### config.mk
export PLATFORM = sky130hd
export DESIGN_NAME = oka_subproduct_engine_64bit
export DESIGN_NICKNAME = d
export VERILOG_FILES = /design/src/rtl/oka_subproduct_engine_64bit_pkg.sv /design/src/rtl/oka_subproduct_engine_64bit_gf2_digit_mult.sv /design/src/rtl/oka_subproduct_engine_64bit.sv
export SDC_FILE = /design/constraint.sdc
export NUM_CORES = 1
export LEC_CHECK = 0
export ABC_CLOCK_PERIOD_IN_PS = 3080
export CAP_MARGIN = 20
export CORE_MARGIN = 2
export CORE_UTILIZATION = 40
export CTS_BUF_LIST = sky130_fd_sc_hd__clkbuf_16
export DETAILED_ROUTE_END_ITERATION = 8
export PLACE_DENSITY_LB_ADDON = 0.08
export SLEW_MARGIN = 10
export SYNTH_ARGS = -nofsm -noshare
export SYNTH_HDL_FRONTEND = slang
export SYNTH_SLANG_ARGS = --single-unit
### constraint.sdc
create_clock -name clk -period 3.08 [get_ports clk]
set_input_delay 0.462 -clock clk [delete_from_list [all_inputs] [get_ports clk]]
set_output_delay 0.462 -clock clk [all_outputs]
set_load 0.005 [all_outputs]
### src/rtl/oka_subproduct_engine_64bit_pkg.sv
// oka_pkg: shared widths, FSM states and digit-size legality check for the OKA sub-product engine
package oka_pkg;
    localparam int OKA_N  = 64;
    localparam int OKA_H  = 32;
    localparam int OKA_PW = 63;

    typedef enum logic [1:0] {IDLE, BUSY, DONE} state_t;

    function automatic bit legal_d(input int d);
        return d == 1 || d == 2 || d == 4 || d == 8 || d == 16 || d == 32;
    endfunction
endpackage

### src/rtl/oka_subproduct_engine_64bit_gf2_digit_mult.sv
// gf2_digit_mult: HxH digit-serial carry-less multiply-accumulate, MSB digit of bop first
module gf2_digit_mult #(
    parameter int H  = 32,
    parameter int D  = 1,
    parameter int CW = 5
) (
    input  logic           clk,
    input  logic           rst_n,
    input  logic           start,
    input  logic           step,
    input  logic [CW-1:0]  cnt,
    input  logic [H-1:0]   aop,
    input  logic [H-1:0]   bop,
    output logic [2*H-2:0] acc
);
    logic [D-1:0]   dig;
    logic [2*H-2:0] part;

    assign dig = D'(bop >> (H - D - int'(cnt) * D));

    // partial product of aop with the current D-bit digit of bop
    always_comb begin
        part = '0;
        for (int j = 0; j < D; j++)
            part = part ^ (dig[j] ? ({{(H - 1){1'b0}}, aop} << j) : '0);
    end

    // Horner accumulation: shift previous result up one digit, fold in the new partial
    always_ff @(posedge clk) begin
        if (!rst_n)
            acc <= '0;
        else if (start)
            acc <= '0;
        else if (step)
            acc <= (acc << D) ^ part;
    end
endmodule

### src/rtl/oka_subproduct_engine_64bit.sv
// oka_subproduct_engine_64bit: even/odd split and digit-serial P0, P2, M sub-products for OKA
module oka_subproduct_engine_64bit
    import oka_pkg::*;
#(
    parameter int N = 64,
    parameter int D = 1
) (
    input  logic              clk,
    input  logic              rst_n,
    input  logic              in_valid,
    output logic              in_ready,
    input  logic [N-1:0]      a,
    input  logic [N-1:0]      b,
    output logic              out_valid,
    input  logic              out_ready,
    output logic [OKA_PW-1:0] B2_in1,
    output logic [OKA_PW-1:0] B2_in2,
    output logic [OKA_PW-1:0] B2_in3,
    output logic [OKA_PW-1:0] B2_in4
);
    localparam int CW = (OKA_H / D > 1) ? $clog2(OKA_H / D) : 1;
    localparam logic [CW-1:0] LAST = CW'(OKA_H / D - 1);

    generate
        if (N != OKA_N || !legal_d(D)) begin : g_bad
            $error("oka_subproduct_engine_64bit: N must be 64 and D one of 1,2,4,8,16,32");
        end
    endgenerate

    state_t             state, nxt;
    logic [CW-1:0]      cnt;
    logic [OKA_H-1:0]   sae, sao, sbe, sbo;
    logic [OKA_H-1:0]   ae, ao, be, bo, am, bm;
    logic               accept, step;
    logic [OKA_PW-1:0]  acc_p0, acc_p2, acc_m;

    // even/odd coefficient split of both operands
    always_comb begin
        sae = '0;
        sao = '0;
        sbe = '0;
        sbo = '0;
        for (int i = 0; i < OKA_H; i++) begin
            sae[i] = a[2*i];
            sao[i] = a[2*i+1];
            sbe[i] = b[2*i];
            sbo[i] = b[2*i+1];
        end
    end

    assign accept = in_valid && in_ready;
    assign step   = state == BUSY;

    // FSM state register
    always_ff @(posedge clk) begin
        if (!rst_n)
            state <= IDLE;
        else
            state <= nxt;
    end

    // next state and handshake outputs
    always_comb begin
        nxt       = state;
        in_ready  = state == IDLE;
        out_valid = state == DONE;
        if (state == IDLE && in_valid)
            nxt = BUSY;
        if (state == BUSY && cnt == LAST)
            nxt = DONE;
        if (state == DONE && out_ready)
            nxt = IDLE;
    end

    // operand latch on accept and digit counter during BUSY
    always_ff @(posedge clk) begin
        if (!rst_n) begin
            cnt <= '0;
            ae  <= '0;
            ao  <= '0;
            be  <= '0;
            bo  <= '0;
            am  <= '0;
            bm  <= '0;
        end else if (accept) begin
            cnt <= '0;
            ae  <= sae;
            ao  <= sao;
            be  <= sbe;
            bo  <= sbo;
            am  <= sae ^ sao;
            bm  <= sbe ^ sbo;
        end else if (step) begin
            cnt <= cnt + CW'(1);
        end
    end

    gf2_digit_mult #(.H(OKA_H), .D(D), .CW(CW)) u_p0 (
        .clk(clk), .rst_n(rst_n), .start(accept), .step(step), .cnt(cnt),
        .aop(ae), .bop(be), .acc(acc_p0)
    );

    gf2_digit_mult #(.H(OKA_H), .D(D), .CW(CW)) u_p2 (
        .clk(clk), .rst_n(rst_n), .start(accept), .step(step), .cnt(cnt),
        .aop(ao), .bop(bo), .acc(acc_p2)
    );

    gf2_digit_mult #(.H(OKA_H), .D(D), .CW(CW)) u_m (
        .clk(clk), .rst_n(rst_n), .start(accept), .step(step), .cnt(cnt),
        .aop(am), .bop(bm), .acc(acc_m)
    );

    assign B2_in1 = acc_p0;
    assign B2_in2 = acc_m;
    assign B2_in3 = acc_p0 ^ acc_p2;
    assign B2_in4 = acc_p2;
endmodule
==> results.md <==
- Die area: approximately 44000 µm²
- Initial Util: between 40% and 50%
- Post-synth top area cell: dfxtp_1
- Die X: roughly 210 µm
- Routed Antenna Nets: 0
- Placer Congestion: 0.8253
- Ant diodes: 0
- Routed WL: 48530 µm
- Via/cell ratio: ~5
- Cell area after synthesis: approximately 17000 µm²
- Share of synthesized registers carrying an async set or reset: 0%
- Hold-fix buffers, CTS: 0
- Max Slew Vio Count: 0
- Status: complete, no violations
- Clock Tree Buf Depth: 3
- DRT iter0 DRCs: around 890
- Setup Slack @ Placement: just over 0.2 ns
- Die height: approximately 210 µm
- Ys flop type: dfxtp_1
- Critical Path End Type: register
- P_leak: between 8 and 9 nW
- EDFF count, synth: 0
- Setup slack, reg-to-reg: between 0.3 and 0.4 ns
- CTS clk-pin slew, worst paths: 0.06 ns
- Peak supply drop: 0.3472 mV
- Io pins: just under 400
- Final Cycle Share: between 80% and 90%
- WL/cell: 17.33 µm
- Final Skew: ~0.016 ns
- Vias: about 14000
- WP data required: ~3.5 ns
- Flops & latches, synth: around 390
- Post-synthesis area per instance: just under 9 µm²
- Worst path arrival time: roughly 3.1 ns
- Worst hold path type: reg2reg
- Seq/Total Area, Yosys: ~46%
- # DRC: 0
- Vias in the first global route: roughly 13000
- Post-CTS Resized: 0
- Layout area overhead: 32.00%
- Remaining global-route overflow: 0
- Clk_lat worst skew: 0.55 ns
- Final setup vio count: 0
- Worst Setup Slack, final: ~0.36 ns
- Max-cap violations: 0
- Worst path most repeated cell: buf_4
- Pin count of the biggest net entering global routing: just under 200
- Worst setup SP type: register
- Post-CTS setup buffers: 0
- Worst Setup EP: u_p0.acc[22]
- Max Freq: around 370 MHz
- Most common cell after layout, fill and taps aside: nand2_1
- Largest cells by area after synthesis: dfxtp_1 46%, nand2_1 12%, xor2_1 8.2%
- Crit path max-delay family: buffers and inverters
- Initial antenna violation count: 0
- # nets final: between 2000 and 2500
- IO Port Bufs: roughly 390
- RSZ-0062 raised after global routing: no
- Worst slew pin tran: between 0.9 and 1 ns
- Syn Nets: about 2100
- CP Cell Sequence: buf_4 -> mux4_1 -> a22oi_1 -> nand3_2 -> buf_4 -> nand3_1 -> xor2_1 -> a21oi_1
- Slowest Stage Delay on Critical Path: 0.61 ns
- Core area: ~42000 µm²
- CTS buffer count: 43
- Post-synthesis cell count: around 1900
- DP HPWL: between 30000 and 40000 µm
- First-pass GRT wire length: ~76000 µm
- CTS tree: yes
- Slew HR: 39.85%
- Share of cells above drive strength 1: 6.059%
- # clock sinks: between 300 and 400
- Commonest cells after routing, fill and taps aside: 517 x nand2_1, 388 x dfxtp_1, 384 x clkdlybuf4s50_1
- Worst r2r dst: u_p0.acc[22]
- Slowest stage cell on the critical path: mux4_1
- Register-to-Register Path Depth: 8
- Crit path buf inv count: 2
- Netlist cell types: 40
- DR pass1 iterations: 5
- Top cell type's share of synthesized area: a little under half
- Overall routing resource usage: 21.53%
- Row count: 75
- Critical path type: reg2reg
- Worst path depth: 8
- Worst r2r src: cnt[1]
- Worst-path maximum fanout: 32
- Critical path origin: cnt[1]
- Hold Violations, Final: 0
- Clock root buffer: clkbuf_16
- Pwr per Cell Area: between 500 and 600 nW/µm²
- H-tree depth: 2
- Final min period: between 2 and 3 ns
- Setup TNS Final: 0 ns
- YS warnings: 0
layer usage:
metal | wire, µm | vias up | GRT usage (%)
met2 | 21930 | 329 | 34.33
li1 | - | 7113 | -
met1 | 23140 | 6714 | 30.06
met4 | 1073 | 0 | 5.796
met5 | 0 | - | 0
met3 | 2388 | 61 | 3.905
logic make-up (layout without fill, tap and decap cells):
logic type                 after synthesis  count (layout)  synth area share, %
muxes                                   30              30                3.323
DFF                                    388             388                45.95
xor gates and xnor gates               223             223                11.55
AOI/OAI and AO/OA                      495             495                18.84
buffers and inverters                  157             486                4.174
and+or+nand+nor                        637             637                16.02
adders and majority gates                2               2               0.1480
synthesized netlist by cell type (all sizes together), types with 5 or more instances:
master / number
o21ai: 95
mux4: 18
mux2: 6
buf: 38
xor2: 158
mux2i: 6
a21oi: 191
xnor2: 65
clkbuf: 116
dfxtp: 388
nand3: 97
a21boi: 130
nor2: 5
nand2: 518
o211a: 64
flip-flops by register name, summed over array words and instances (netlist names):
register / cells
bm: 32
ao: 32
state: 2
u_m.acc: 63
u_p0.acc: 63
am: 32
cnt: 5
be: 32
ae: 32
bo: 32
u_p2.acc: 63
power breakdown:
group          switching [W]  total, W  internal [W]
Combinational       0.000792   0.00154      0.000745
Clock                0.00199   0.00461       0.00261
Sequential          0.000199   0.00549       0.00529
worst reg2reg max path: stages (launching register included):
cell	delay (ns)
dfxtp_1	0.58
buf_4	0.31
mux4_1	0.61
a22oi_1	0.23
nand3_2	0.09
buf_4	0.31
nand3_1	0.19
xor2_1	0.16
a21oi_1	0.08
worst min-delay path by stage:
stage | start | end | slack [ns] | cells past startpoint
finish | u_m.acc[62] | u_m.acc[62] | 0.46 | 2
global route | ae[20] | ae[20] | 0.48 | 2
CTS | u_m.acc[62] | u_m.acc[62] | 0.46 | 2
detailed placement | u_m.acc[62] | u_m.acc[62] | 0.45 | 2
global placement | u_m.acc[62] | u_m.acc[62] | 0.44 | 2
floorplan | be[12] | be[12] | 0.44 | 2
final cells by class:
type / instances / area (µm²)
fill: 3947 / 19540
timing repair buffer: 410 / 4139
multi-input combinational: 1387 / 8479
clock inverter: 30 / 123.9
sequential: 388 / 7767
inverter: 1 / 3.754
clock buffer: 45 / 1126
tap: 539 / 674.4
metrics by stage:
| step | instances | utilization [%] | power (W) | hold slack, ns | area [µm²] |
|---|---|---|---|---|---|
| after global routing | 2800 | 53.32 | 0.01214 | 0.4785 | 22310 |
| after detailed placement | 2725 | 50.33 | 0.007139 | 0.4548 | 21060 |
| after global placement | 2725 | 50.33 | 0.007115 | 0.4434 | 21060 |
| after CTS | 2800 | 53.32 | 0.01179 | 0.4630 | 22310 |
| final | 2800 | 53.32 | 0.01163 | 0.4593 | 22310 |
| after floorplan | 1932 | - | 0.006392 | 0.4386 | 16910 |
Note: power is estimated with default switching activity, not from simulation.
